--- config.mk ---
export PLATFORM = sky130hd
export DESIGN_NAME = vga_pixel_pipe_flat
export DESIGN_NICKNAME = d
export VERILOG_FILES = /design/src/rtl/vga_pixel_pipe_if.sv /design/src/rtl/vga_pixel_pipe.sv /design/src/flat_wrapper.sv
export SDC_FILE = /design/constraint.sdc
export NUM_CORES = 1
export LEC_CHECK = 0
export ABC_AREA = 1
export BUFFER_PORTS_ARGS = -buffer_cell sky130_fd_sc_hd__buf_2
export CORE_ASPECT_RATIO = 0.5
export CORE_MARGIN = 5
export CORE_UTILIZATION = 40
export DETAILED_ROUTE_END_ITERATION = 10
export GPL_TIMING_DRIVEN = 0
export PLACE_DENSITY = 0.6
export SETUP_SLACK_MARGIN = 0.1
export SLEW_MARGIN = 10
export SYNTH_ARGS = -nofsm -noshare
export SYNTH_HDL_FRONTEND = slang
export SYNTH_SLANG_ARGS = --single-unit
--- constraint.sdc ---
create_clock -name VIDEO_CLK -period 4.3 [get_ports VIDEO_CLK]
set_input_delay 0.215 -clock VIDEO_CLK [delete_from_list [all_inputs] [get_ports VIDEO_CLK]]
set_output_delay 0.215 -clock VIDEO_CLK [all_outputs]
set_load 0.02 [all_outputs]
--- src/rtl/vga_pixel_pipe_if.sv ---
// Capture-RAM read port: vga_pixel_pipe drives address/strobe (master), the RAM returns palette indices (slave).
interface vga_pixel_pipe_if #(
   parameter int ADDR_W = 18
) ();
   logic [ADDR_W-1:0] RAM_ADDR;
   logic              RAM_RD;
   logic [3:0]        RAM_DATA;

   modport master (output RAM_ADDR, output RAM_RD, input RAM_DATA);
   modport slave  (input RAM_ADDR, input RAM_RD, output RAM_DATA);
endinterface

--- src/rtl/vga_pixel_pipe.sv ---
// Pixel-fetch stage: timing-generator coordinates -> capture-RAM reads -> palette RGB, syncs/DE delay-matched.
// Optional macro VGA_PIXEL_PIPE_TESTPAT_EN: 8 vertical colour bars on DE pixels while ENABLE is low.
module vga_pixel_pipe #(
   parameter int          SRC_W       = 512,
   parameter int          SRC_H       = 300,
   parameter int          SCALE_SHIFT = 1,
   parameter int          RAM_LAT     = 2,
   parameter int          ADDR_W      = 18,
   parameter logic [23:0] BORDER_RGB  = 24'h000000
) (
   input  logic                    VIDEO_CLK,
   input  logic                    RESET,
   input  logic                    ENABLE,
   input  logic [11:0]             VGA_X_I,
   input  logic [11:0]             VGA_Y_I,
   input  logic                    VGA_VISIBLE_I,
   input  logic                    VGA_HS_I,
   input  logic                    VGA_VS_I,
   vga_pixel_pipe_if.master        ram,
   input  logic                    PAL_WE,
   input  logic [3:0]              PAL_ADDR,
   input  logic [23:0]             PAL_DATA,
   output logic [7:0]              VGA_RED,
   output logic [7:0]              VGA_GREEN,
   output logic [7:0]              VGA_BLUE,
   output logic                    VGA_HS,
   output logic                    VGA_VS,
   output logic                    VGA_DE
);
   localparam int                L        = RAM_LAT + 2;
   localparam logic [12:0]       SRC_W_C  = 13'(SRC_W);
   localparam logic [12:0]       SRC_H_C  = 13'(SRC_H);
   localparam logic [ADDR_W-1:0] ROW_STEP = ADDR_W'(SRC_W);

   // 17*i for a 4-bit i is the nibble repeated, giving the greyscale ramp.
   function automatic logic [23:0] grey_rgb(input logic [3:0] idx);
      return {3{idx, idx}};
   endfunction

   logic [11:0]       x_q, y_q, last_sy_q, last_sy_d, sx_s, sy_s;
   logic              vis_q, hs_q, vs_q, en_q, vis_p_q, vs_p_q, in_img_s;
   logic [ADDR_W-1:0] row_base_q, row_base_d, addr_q, addr_d;
   logic              rd_q, rd_d;
   logic [L-1:0]      hs_dly_q, vs_dly_q, de_dly_q, img_dly_q, en_dly_q;
   logic [23:0]       pal_q [16];
   logic [23:0]       rgb_q, rgb_d;
`ifdef VGA_PIXEL_PIPE_TESTPAT_EN
   logic [2:0]        bar_dly_q [L];
`endif

   assign sx_s     = x_q >> SCALE_SHIFT;
   assign sy_s     = y_q >> SCALE_SHIFT;
   assign in_img_s = vis_q & ({1'b0, sx_s} < SRC_W_C) & ({1'b0, sy_s} < SRC_H_C);

   // Stage 0: register every timing input plus one-cycle history for edge detection.
   always_ff @(posedge VIDEO_CLK) begin
      if (RESET) begin
         x_q     <= 12'd0;
         y_q     <= 12'd0;
         vis_q   <= 1'b0;
         hs_q    <= 1'b1;
         vs_q    <= 1'b0;
         en_q    <= 1'b0;
         vis_p_q <= 1'b0;
         vs_p_q  <= 1'b0;
      end else begin
         x_q     <= VGA_X_I;
         y_q     <= VGA_Y_I;
         vis_q   <= VGA_VISIBLE_I;
         hs_q    <= VGA_HS_I;
         vs_q    <= VGA_VS_I;
         en_q    <= ENABLE;
         vis_p_q <= vis_q;
         vs_p_q  <= vs_q;
      end
   end

   // Row base steps by SRC_W once per new source row; the first pixel of the line already uses the new base.
   always_comb begin
      row_base_d = row_base_q;
      last_sy_d  = last_sy_q;
      if (vs_q && !vs_p_q) begin
         row_base_d = {ADDR_W{1'b0}};
         last_sy_d  = 12'd0;
      end else if (vis_q && !vis_p_q && (sy_s != last_sy_q)) begin
         row_base_d = row_base_q + ROW_STEP;
         last_sy_d  = sy_s;
      end else begin
         row_base_d = row_base_q;
         last_sy_d  = last_sy_q;
      end
      rd_d = in_img_s & en_q;
      if (rd_d) begin
         addr_d = row_base_d + ADDR_W'(sx_s);
      end else begin
         addr_d = addr_q;
      end
   end

   // Stage 1: RAM request registers and row tracking.
   always_ff @(posedge VIDEO_CLK) begin
      if (RESET) begin
         row_base_q <= {ADDR_W{1'b0}};
         last_sy_q  <= 12'd0;
         addr_q     <= {ADDR_W{1'b0}};
         rd_q       <= 1'b0;
      end else begin
         row_base_q <= row_base_d;
         last_sy_q  <= last_sy_d;
         addr_q     <= addr_d;
         rd_q       <= rd_d;
      end
   end

   // Delay line carrying syncs and per-pixel flags alongside the RAM access.
   always_ff @(posedge VIDEO_CLK) begin
      if (RESET) begin
         hs_dly_q  <= {L{1'b1}};
         vs_dly_q  <= {L{1'b0}};
         de_dly_q  <= {L{1'b0}};
         img_dly_q <= {L{1'b0}};
         en_dly_q  <= {L{1'b0}};
`ifdef VGA_PIXEL_PIPE_TESTPAT_EN
         for (int k = 0; k < L; k++) bar_dly_q[k] <= 3'd0;
`endif
      end else begin
         hs_dly_q  <= {hs_dly_q[L-2:0], hs_q};
         vs_dly_q  <= {vs_dly_q[L-2:0], vs_q};
         de_dly_q  <= {de_dly_q[L-2:0], vis_q};
         img_dly_q <= {img_dly_q[L-2:0], in_img_s};
         en_dly_q  <= {en_dly_q[L-2:0], en_q};
`ifdef VGA_PIXEL_PIPE_TESTPAT_EN
         bar_dly_q[0] <= x_q[9:7];
         for (int k = 1; k < L; k++) bar_dly_q[k] <= bar_dly_q[k-1];
`endif
      end
   end

   // Flags at index L-2 line up with RAM_DATA for the same pixel.
   always_comb begin
      rgb_d = 24'h000000;
      if (!de_dly_q[L-2]) begin
         rgb_d = 24'h000000;
      end else if (!en_dly_q[L-2]) begin
`ifdef VGA_PIXEL_PIPE_TESTPAT_EN
         rgb_d = {{8{bar_dly_q[L-2][2]}}, {8{bar_dly_q[L-2][1]}}, {8{bar_dly_q[L-2][0]}}};
`else
         rgb_d = 24'h000000;
`endif
      end else if (!img_dly_q[L-2]) begin
         rgb_d = BORDER_RGB;
      end else begin
         rgb_d = pal_q[ram.RAM_DATA];
      end
   end

   // Palette register file and registered colour output.
   always_ff @(posedge VIDEO_CLK) begin
      if (RESET) begin
         for (int i = 0; i < 16; i++) pal_q[i] <= grey_rgb(4'(i));
         rgb_q <= 24'h000000;
      end else begin
         if (PAL_WE) begin
            pal_q[PAL_ADDR] <= PAL_DATA;
         end
         rgb_q <= rgb_d;
      end
   end

   assign ram.RAM_ADDR = addr_q;
   assign ram.RAM_RD   = rd_q;
   assign VGA_RED      = rgb_q[23:16];
   assign VGA_GREEN    = rgb_q[15:8];
   assign VGA_BLUE     = rgb_q[7:0];
   assign VGA_HS       = hs_dly_q[L-1];
   assign VGA_VS       = vs_dly_q[L-1];
   assign VGA_DE       = de_dly_q[L-1];
endmodule
--- src/flat_wrapper.sv ---
// flat-port wrapper written by rule: the top's interface ports become plain ports
module vga_pixel_pipe_flat 
#(
   parameter int          SRC_W       = 512,
   parameter int          SRC_H       = 300,
   parameter int          SCALE_SHIFT = 1,
   parameter int          RAM_LAT     = 2,
   parameter int          ADDR_W      = 18,
   parameter logic [23:0] BORDER_RGB  = 24'h000000
)
  (VIDEO_CLK, RESET, ENABLE, VGA_X_I, VGA_Y_I, VGA_VISIBLE_I, VGA_HS_I, VGA_VS_I, PAL_WE, PAL_ADDR, PAL_DATA, VGA_RED, VGA_GREEN, VGA_BLUE, VGA_HS, VGA_VS, VGA_DE, ram_RAM_ADDR, ram_RAM_RD, ram_RAM_DATA);
  vga_pixel_pipe_if #(.ADDR_W(ADDR_W)) ram_i ();
  input  logic VIDEO_CLK;
  input  logic RESET;
  input  logic ENABLE;
  input  logic [11:0] VGA_X_I;
  input  logic [11:0] VGA_Y_I;
  input  logic VGA_VISIBLE_I;
  input  logic VGA_HS_I;
  input  logic VGA_VS_I;
  input  logic PAL_WE;
  input  logic [3:0] PAL_ADDR;
  input  logic [23:0] PAL_DATA;
  output logic [7:0] VGA_RED;
  output logic [7:0] VGA_GREEN;
  output logic [7:0] VGA_BLUE;
  output logic VGA_HS;
  output logic VGA_VS;
  output logic VGA_DE;
  output wire logic [$bits(ram_i.RAM_ADDR)-1:0] ram_RAM_ADDR;
  output wire logic [$bits(ram_i.RAM_RD)-1:0] ram_RAM_RD;
  input wire logic [$bits(ram_i.RAM_DATA)-1:0] ram_RAM_DATA;
  assign ram_RAM_ADDR = ram_i.RAM_ADDR;
  assign ram_RAM_RD = ram_i.RAM_RD;
  assign ram_i.RAM_DATA = ram_RAM_DATA;
  vga_pixel_pipe #(.SRC_W(SRC_W), .SRC_H(SRC_H), .SCALE_SHIFT(SCALE_SHIFT), .RAM_LAT(RAM_LAT), .ADDR_W(ADDR_W), .BORDER_RGB(BORDER_RGB)) u_core (.VIDEO_CLK(VIDEO_CLK), .RESET(RESET), .ENABLE(ENABLE), .VGA_X_I(VGA_X_I), .VGA_Y_I(VGA_Y_I), .VGA_VISIBLE_I(VGA_VISIBLE_I), .VGA_HS_I(VGA_HS_I), .VGA_VS_I(VGA_VS_I), .ram(ram_i), .PAL_WE(PAL_WE), .PAL_ADDR(PAL_ADDR), .PAL_DATA(PAL_DATA), .VGA_RED(VGA_RED), .VGA_GREEN(VGA_GREEN), .VGA_BLUE(VGA_BLUE), .VGA_HS(VGA_HS), .VGA_VS(VGA_VS), .VGA_DE(VGA_DE));
endmodule
## After elaboration in Yosys (flattened, before gate mapping)

Memories as Yosys holds them, arrays and structs flattened. A register that Yosys moved wholly into a read port is not among the register bits.
Index checks and enable logic that the tools add are counted.

- Bitwise operators: 6
- Reductions and logical operators: 8
- $lt $le $gt $ge: 2
- Mux-type cells: 10
- Eq/ne operators: 1
- Add/sub/neg operators: 2

Operators with widths:

| kind | count |
|---|---|
| 18-bit two-way mux | 2 |
| 24-bit two-way mux | 1 |
| 24-bit OR reduction | 1 |
| 18-bit by 10-bit adder with 18-bit output, second input constant | 1 |
| 18-bit by 11-bit adder with 18-bit output | 1 |
| 11-bit by 10-bit less-than comparator with 1-bit output, second input constant | 1 |
| 11-bit by 9-bit less-than comparator with 1-bit output, second input constant | 1 |
| 11-bit inequality test | 1 |
| 1-bit two-way mux | 6 |
| 4-bit two-way mux | 1 |
| 4-bit OR reduction | 1 |
| 1-bit AND | 3 |
| 1-bit logical AND | 3 |
| 1-bit inverter | 3 |
| 1-bit logical NOT | 2 |
| 2-bit OR reduction | 1 |

- Memories: 1
- Logic and storage cells: 47
- Output and inout bits: 46
- Memory bits (writable): 384
- Register bits: 96
- Input port bits: 63

Memories:

| memory | depth | width | rd ports | clocked after memory_dff | wr ports | line | text |
|---|---|---|---|---|---|---|---|
| u_core.pal_q | 16 | 24 | 1 | 1 | 16 | vga_pixel_pipe.sv:45 | `logic [23:0] pal_q [16];` |

## Logic depth before layout (Yosys ltp)

Gate-level depths: netlist (run 1).

- Word-level depth: 6
- Depth in mapped cells: 25
- Mapped depth without buffers: 24

## Least setup slack after synthesis (run 1)

Ideal clock, no wire load.

- Path type: input-to-reg
- Start: in RESET
- End: mem u_core.pal_q[15][0] (enable)
- Data arrival time: 2334 ps
- Path buffers: 0
- Slack: 1528 ps
- Data required time: 3862 ps
- Library setup time: 438 ps
- Stages: 5
- Path through: inv_2 nand2_1 nor3_1 inv_1 o21ai_0

RTL lines:

| element | line | text |
|---|---|---|
| from (decl) | flat_wrapper.sv:14 | `input logic RESET;` |
| to (decl) | vga_pixel_pipe.sv:45 |  |

==> results of run 1 <==
==> cell usage in the layout (no fill, tap or decap), types with 11 or more instances in the layout <==
| cell type | netlist | routed |
|---|---|---|
| edfxtp_1 | 384 | 384 |
| nor2_1 | 308 | 308 |
| nand2_1 | 293 | 284 |
| inv_1 | 238 | 238 |
| o21ai_0 | 189 | 188 |
| a21oi_1 | 142 | 142 |
| buf_2 | 14 | 118 |
| dfxtp_1 | 116 | 116 |
| clkbuf_1 | 107 | 113 |
| mux2i_1 | 72 | 72 |
| clkbuf_16 | 0 | 49 |
| o211ai_1 | 48 | 48 |
| a211oi_1 | 48 | 48 |
| dlygate4sd3_1 | 0 | 26 |
| xor2_1 | 14 | 14 |
| ha_1 | 12 | 12 |
| nand2_2 | 2 | 11 |
==> stage by stage <==
stage	hold slack (ns)	setup TNS (ns)
2_1_floorplan	0.319	0
5_1_grt	0.0489	0
3_5_place_dp	0.392	-6.49
3_3_place_gp	0.394	-22.13
6_report	0.0505	0
4_1_cts	0.0236	0
==> per-layer routing <==
metal  track usage, %  vias up  share of wire, %
met2             36.0      843                46
met1             30.1     7936                41
met4             6.48        2               3.2
met3             3.95      144                10
met5                0        -             0.016
li1                 -     7444                 -
==> worst paths after layout <==
path,startpoint,cells after the start,to
max,RESET,9,u_core.pal_q[2][4]
min,PAL_DATA[19],3,u_core.pal_q[4][19]
min reg2reg,u_core.img_dly_q[1],2,u_core.img_dly_q[2]
max reg2reg,u_core.y_q[3],23,u_core.ram.RAM_ADDR[16]
==> cells by family after synthesis <==
family	synth area share (%)
compound gates	11.8
fa+ha+maj	0.787
xor+xnor	0.972
simple gates	12.1
buf+inv	6.97
flops	64.1
mux	3.33
==> Yosys cell counts (all sizes together), types with 28 or more instances <==
cell    count  area share, %
nor2      319            5.7
buf        28           0.67
nand2     297            5.2
a211oi     48            1.7
clkbuf    109            1.9
dfxtp     116             11
inv       247            4.3
o21ai     198            4.6
edfxtp    384             53
mux2i      72            3.3
a21oi     143            3.3
o211ai     48            1.7
==> power by group through the flow <==
stage / sequential (mW) / clock (mW) / combinational, mW
4_1_cts: 5.50 / 4.30 / 0.843
6_report: 5.50 / 4.26 / 0.862
5_1_grt: 5.52 / 4.53 / 0.921
3_5_place_dp: 5.61 / 0 / 0.821
2_1_floorplan: 5.59 / 0 / 0.488
3_3_place_gp: 5.60 / 0 / 0.806
==> registers in the layout (all words and copies together), names as in the netlist <==
name	cells
u_core.de_dly_q	4
u_core.en_dly_q	3
u_core.en_q	1
u_core.hs_dly_q	4
u_core.hs_q	1
u_core.img_dly_q	3
u_core.last_sy_q	11
u_core.pal_q	384
u_core.ram.RAM_ADDR	18
u_core.ram.RAM_RD	1
u_core.rgb_q	24
u_core.row_base_q	18
u_core.vis_q	1
u_core.vs_dly_q	4
u_core.vs_q	1
u_core.x_q	11
u_core.y_q	11
==> worst max-delay path, cell delays in order <==
cell,delay [ns]
buf_2,0.13
inv_2,0.13
nand2_1,0.19
inv_1,0.12
nand2_1,0.08
nor2_1,0.99
clkinv_1,0.85
clkbuf_1,0.51
nand2_2,0.70
==> final cells by class <==
class                           instances  area [um^2]  area share (%)
Sequential cell                       500        13900            55.6
Clock buffer                           68         1400            5.63
Buffer                                137          559            2.24
Timing Repair Buffer                  131          808            3.24
Clock inverter                         20          160           0.643
Tap cell                              713          892            3.58
Multi-Input combinational cell       1213         6300            25.3
Inverter                              252          948            3.81
==> timing repair <==
action | in CTS | in global routing
hold endpoints to repair | 26 | 0
hold buffers | 26 | 0
setup endpoints to repair | 0 | 0
==> metrics.md, run 1 <==
| Metric | Value |
|---|---|
| Type of origin of the critical path | input pin |
| DIE WIDTH | 339 um |
| EDFF count, synth | 384 |
| Starting density of the core | 40.3% |
| Place WS | -0.272 ns |
| RSZ-0062 raised after global routing | no |
| Layout cell share with drive strength beyond 1 | 10.9% |
| Fin crit period | 3.76 ns |
| Num CTS Buffers | 47 |
| Initial antenna violation count | 1 |
| Antenna viol nets, final | 0 |
| IO buf count | 104 |
| Wirelength per Cell | 22.2 um |
| DIE AREA | 0.0591 mm^2 |
| Crit-path max FO | 24 |
| Final WS setup | 0.542 ns |
| Vias in the first global route | 15250 |
| Tcrit/Tclk final | 87.4% |
| Top FF cell, synth | edfxtp_1 |
| # fillers | 5048 |
| Sequential share of the synthesized area | 64.1% |
| Clock share of power | 40.1% |
| Slew HR | 12.0% |
| Worst EP required | 4.50 ns |
| Diodes inserted | 0 |
| Post-route DRC | 0 |
| Worst-Skew Late Latency | 0.59 ns |
| Synth-to-Final Area Change | 15.3% |
| Net Sw Frac | 24.5% |
| Arrival @ worst endpoint | 3.96 ns |
| Setup violators final | 0 |
| Peak supply drop | 0.316 mV |
| Non-Filler Instances | 3034 |
| Leakage | 9.70 nW |
| Final nets | 2358 |
| HPWL after DPL | 44900 um |
| Synth cell types | 48 |
| Clk slew on worst S/H paths | 0.06 ns |
| Num ports | 109 |
| Internal Power | 8.02 mW |
| Setup bufs post-CTS | 0 |
| Core Util, Final | 46.5% |
| Crit path kind | input pin to register |
| Row Count | 60 |
| Via count | 16369 |
| First-pass GRT wire length | 97300 um |
| RePlAce Congestion | 0.893 |
| Fmax | 266 MHz |
| Clock Tree Buf Depth | 3 |
| Sequential share of power | 51.8% |
| Status | finished, final reports clean |
| Mean Syn Cell Area | 10.3 um^2 |
| Max_cap viols | 0 |
| Largest net degree at the start of global routing | 25 |
| Syn Nets | 2178 |
| H-tree depth | 2 |
| Fin area | 0.0249 mm^2 |
| Sink count of the clock tree | 500 |
| Worst-margin pin slew | 1.32 ns |
| Clk_skew | 0.0273 ns |
| Grt ovf | 0 |
| Inst Count DP | 2920 |
| Core ar. | 0.0536 mm^2 |
| Post-CTS resize count | 0 |
| Worst hold path type | input pin to register |
| DRT iter0 DRCs | 1745 |
| Sw Pwr | 2.60 mW |
| Worst Setup End Kind | register |
| Tot Pwr | 10.6 mW |
| Final hold vios | 0 |
| Ys async rst share | 0% |
| Synthesis Warnings | 0 |
| Tot GR Track Use | 22.0% |
| Placed Area | 0.0231 mm^2 |
| Die Ht | 174 um |
| PwrDens | 426 mW/mm^2 |
| Total Routed Length | 67400 um |
| Cells after Synth | 2102 |
| Via-to-Cell Ratio | 5.40 |
| Yosys reg bits | 500 |
| Slew Limit Fails | 0 |
| FF-to-FF setup slack | 1.14 ns |
| CTS tree | done |
| First drt pass iteration count | 6 |
| Clock Tree Root | clkbuf_16 |
| Synthesized area | 0.0216 mm^2 |
| Comb power frac | 8.1% |
(Power assumes the default switching activity.)
==> inputs of run 2 (changes only) <==
--- a/config.mk
+++ b/config.mk
@@ -5,11 +5,11 @@
 export SDC_FILE = /design/constraint.sdc
 export NUM_CORES = 1
 export LEC_CHECK = 0
-export ABC_AREA = 1
 export BUFFER_PORTS_ARGS = -buffer_cell sky130_fd_sc_hd__buf_2
 export CORE_ASPECT_RATIO = 0.5
 export CORE_MARGIN = 5
 export CORE_UTILIZATION = 40
+export CTS_BUF_LIST = sky130_fd_sc_hd__clkbuf_8
 export DETAILED_ROUTE_END_ITERATION = 10
 export GPL_TIMING_DRIVEN = 0
 export PLACE_DENSITY = 0.6
==> run 2 against run 1 <==
Final cell count down 18%. Flip-flop and latch count unchanged. Fmax up 3.7%. Cell area up 0.51%. Register-to-register slack worse by 0.46 ns. Worst hold slack better by 0.061 ns. Total power down 4.3%. Synthesized cell count down 29%.
==> metrics.md, run 2 <==
| Metric | Value |
|---|---|
| Status | finished, final reports clean (unchanged) |
| Cells after Synth | 1497 (was 2102) |
| Crit path kind | register to register (was input pin to register) |
| Tcrit/Tclk final | 84.3% (was 87.4%) |
| Worst r2r dst | u_core.ram.RAM_ADDR[16] (unchanged) |
| Post-synthesis adder-cell area fraction | 0.785% (was 0.787%) |
| Layout cell share with drive strength beyond 1 | 20.1% (was 10.9%) |
| Initial antenna violation count | 1 (unchanged) |
| Wirelength per Cell | 23.8 um (was 22.2 um) |
| Starting density of the core | 40.4% (was 40.3%) |
| Die Ht | 175 um (was 174 um) |
| Slew HR | 10.9% (was 12.0%) |
| Largest family of logic cells by synthesized area | simple AND/OR/NAND/NOR gates (unchanged) |
| Yosys reg bits | 500 (unchanged) |
| Slew Limit Fails | 0 (unchanged) |
| Grt ovf | 0 (unchanged) |
| Reg2reg start | u_core.vs_dly_q[0] (was u_core.y_q[3]) |
| Register-to-Register Path Depth | 14 (was 23) |
| Most frequent cells in the layout | 384 x edfxtp_1, 212 x and2_1, 169 x or3_1 (was 384 x edfxtp_1, 308 x nor2_1, 284 x nand2_1) |
| Leakage | 8.64 nW (was 9.70 nW) |
| Largest net degree at the start of global routing | 25 (unchanged) |
| Most common cell in the netlist | edfxtp_1 (unchanged) |
| Clk slew on worst S/H paths | 0.07 ns (was 0.06 ns) |
| DRT iter0 DRCs | 1211 (was 1745) |
| CTS tree | done (unchanged) |
| EDFF count, synth | 384 (unchanged) |
| First-pass GRT wire length | 87700 um (was 97300 um) |
| RePlAce Congestion | 0.821 (was 0.893) |
| Antenna viol nets, final | 0 (unchanged) |
| Crit path from | u_core.vs_dly_q[0] (was RESET) |
| Simple-gate area share of the yosys netlist | 17.2% (was 12.1%) |
| Post-route DRC | 0 (unchanged) |
| FF-to-FF setup slack | 0.68 ns (was 1.14 ns) |
| Crit-path max FO | 10 (was 24) |
| CP Cell Sequence | nand2b_1 -> buf_2 -> clkbuf_1 -> and2_1 -> ha_1 -> fa_1 -> a21o_1 -> a21boi_0 -> o21ai_0 -> nand3_1 -> nand3b_1 -> inv_1 -> or4_1 -> a311oi_1 (was buf_2 -> inv_2 -> nand2_1 -> inv_1 -> nand2_1 -> nor2_1 -> clkinv_1 -> clkbuf_1 -> nand2_2) |
| Commonest non-fill, non-tap cell in the layout | edfxtp_1 (unchanged) |
| Clock Tree Root | clkbuf_8 (was clkbuf_16) |
| Mux contribution to synthesized area | 12.5% (was 3.33%) |
| Total Routed Length | 59400 um (was 67400 um) |
| Synthesis Warnings | 0 (unchanged) |
| Worst-margin pin slew | 1.33 ns (was 1.32 ns) |
| Syn Nets | 1573 (was 2178) |
| Num ports | 109 (unchanged) |
| Biggest regs | u_core.pal_q: 384 flops, u_core.rgb_q: 24 flops (unchanged) |
| Top cell type's share of synthesized area | 53.2% (was 53.3%) |
| IO buf count | 101 (was 104) |
| Fin crit period | 3.62 ns (was 3.76 ns) |
| Worst hold path type | input pin to register (unchanged) |
| Peak supply drop | 0.174 mV (was 0.316 mV) |
| Largest register by flop count | u_core.pal_q (unchanged) |
| Delay-heaviest family, CP | simple AND/OR/NAND/NOR gates (unchanged) |
| Final setup TNS | 0 ns (unchanged) |
| Final nets | 1801 (was 2358) |
| Tot GR Track Use | 20.0% (was 22.0%) |
| Synth-to-Final Area Change | 15.5% (was 15.3%) |
| Row Count | 60 (unchanged) |
| RSZ-0062 raised after global routing | no (unchanged) |
| Critical path's largest stage delay | 0.52 ns (was 0.99 ns) |
| Synth cell types | 51 (was 48) |
| Sink count of the clock tree | 500 (unchanged) |
| DIE AREA | 0.0593 mm^2 (was 0.0591 mm^2) |
| Core Util, Final | 46.7% (was 46.5%) |
| First drt pass iteration count | 8 (was 6) |
| Via-to-Cell Ratio | 5.37 (was 5.40) |
| H-tree depth | 3 (was 2) |
| CP max stage cell | or4_1 (was nor2_1) |
| Clk_skew | 0.0277 ns (was 0.0273 ns) |
| Mean Syn Cell Area | 14.5 um^2 (was 10.3 um^2) |
| Largest register FFs | 384 (unchanged) |
| Synthesized area | 0.0217 mm^2 (was 0.0216 mm^2) |
| Vias in the first global route | 13734 (was 15250) |
| DIE WIDTH | 339 um (about the same) |
| Sequential share of the synthesized area | 63.9% (was 64.1%) |
| Arrival @ worst endpoint | 4.15 ns (was 3.96 ns) |
| Synth area leader | edfxtp_1 (unchanged) |
| Max_cap viols | 0 (unchanged) |
| Ranking of synthesized cells by area | edfxtp_1 53%, mux4_2 12%, dfxtp_1 11%, and2_1 6.1%, or3_1 4.9% (was edfxtp_1 53%, dfxtp_1 11%, nor2_1 5.3%, nand2_1 5.1%, o21ai_0 4.4%) |
| Worst path depth | 14 (was 9) |
| PwrDens | 406 mW/mm^2 (was 426 mW/mm^2) |
| Top FF cell, synth | edfxtp_1 (unchanged) |
| Type of origin of the critical path | register (was input pin) |
| Synth Area in Compound Gates | 2.31% (was 11.8%) |
| Core ar. | 0.0537 mm^2 (was 0.0536 mm^2) |
| Setup crit end | u_core.ram.RAM_ADDR[16] (was u_core.pal_q[2][4]) |
| Top cells by count, synth | 384 x edfxtp_1, 212 x and2_1, 169 x or3_1, 120 x mux4_2, 116 x dfxtp_1 (was 384 x edfxtp_1, 308 x nor2_1, 293 x nand2_1, 238 x inv_1, 189 x o21ai_0) |
| Clock Tree Buf Depth | 3 (unchanged) |
| Fmax | 276 MHz (was 266 MHz) |
| Worst Setup End Kind | register (unchanged) |
| Diodes inserted | 0 (unchanged) |
| Post-Synth XOR/XNOR Area | 1.09% (was 0.972%) |
| Ys async rst share | 0% (unchanged) |
| Post-CTS resize count | 0 (unchanged) |
| Setup violators final | 0 (unchanged) |
| Worst EP required | 4.83 ns (was 4.50 ns) |
| Num CTS Buffers | 75 (was 47) |
| Final hold vios | 0 (unchanged) |
| WP buf/inv | 3 (was 5) |
| HPWL after DPL | 41100 um (was 44900 um) |
| Via count | 13385 (was 16369) |
| Worst-Skew Late Latency | 0.65 ns (was 0.59 ns) |
## run 2: cell count changes in the layout (fill, tap and decap cells not counted), moves of 42 or more
cell and change:
nor2b_1 +65, mux2i_1 -71, mux4_2 +120, a21oi_1 -111, o21ai_0 -182, inv_1 -215, or3_1 +169, o211ai_1 -46
nor2_1 -266, nand2_1 -234, a211oi_1 -42, and2_1 +212, clkbuf_8 +80, clkbuf_16 -49
## run 2: how the worst min path moves through the flow
stage	start	to	slack (ns)	depth (start not counted)
after floorplan	VGA_HS_I	u_core.hs_q	0.32	1
after global placement	u_core.hs_dly_q[0]	u_core.hs_dly_q[1]	0.39	1
after detailed placement	u_core.hs_dly_q[1]	u_core.hs_dly_q[2]	0.39	1
after CTS	PAL_ADDR[1]	u_core.pal_q[4][10]	0.06	3
after global routing	PAL_ADDR[1]	u_core.pal_q[4][18]	0.09	3
final	PAL_ADDR[0]	u_core.pal_q[4][18]	0.11	3
## run 2: per-stage QoR
step / hold slack, ns / instances / total power, mW / worst slack, ns / cell area, um^2
detailed placement: 0.393 / 2311 / 6.36 / 0.315 / 23100
global placement: 0.391 / 2311 / 6.35 / 0.176 / 23100
CTS: 0.0571 / 2492 / 10.2 / 0.623 / 25100
finish: 0.112 / 2492 / 10.2 / 0.677 / 25100
floorplan: 0.319 / 1497 / 6.04 / 1.32 / 21700
global route: 0.0918 / 2492 / 10.5 / 0.323 / 25100
## run 2: logic make-up (layout without fill, tap and decap cells)
logic type / count (synthesis) / after routing
DFF: 500 / 500
adders and majority gates: 13 / 13
muxes: 121 / 121
AOI/OAI and AO/OA: 75 / 75
xor gates and xnor gates: 27 / 27
and+or+nand+nor: 635 / 635
buffers and inverters: 126 / 408
## run 2: area by class of cell
cell class,instances,area (um^2)
well taps,713,892
flip-flops and latches,500,13900
fillers,4718,28600
multi-input cells,871,7370
inverters,2,7.51
clock inverters,41,210
repair buffers,151,1010
clock buffers,90,1240
plain buffers,124,478
## run 2: power by group
group / internal (mW) / switching, mW
logic: 0.334 / 0.458
clock network: 1.96 / 1.91
registers: 5.43 / 0.0686
## run 2: metal layers
layer	global-route usage, %	up-vias	part of all wire [%]
met5	0	-	0
met4	7.20	0	3.5
met3	3.79	124	5.9
met2	32.8	467	48
met1	26.8	6775	43
li1	-	6019	-
## run 2: worst register-to-register path: cells and delay by family (launching register included)
kind                     cells  cell delay [ns]
AND/OR/NAND/NOR              5             1.19
AO/OA/AOI/OAI                4             0.85
buffers and inverters        3             0.71
adder cells (fa/ha/maj)      2             0.45
flip-flops                   1             0.34
## run 2: timing repair
item	CTS	global route
hold buffers	50	0
endpoints found under the hold margin	170	0
setup buffers	0	0
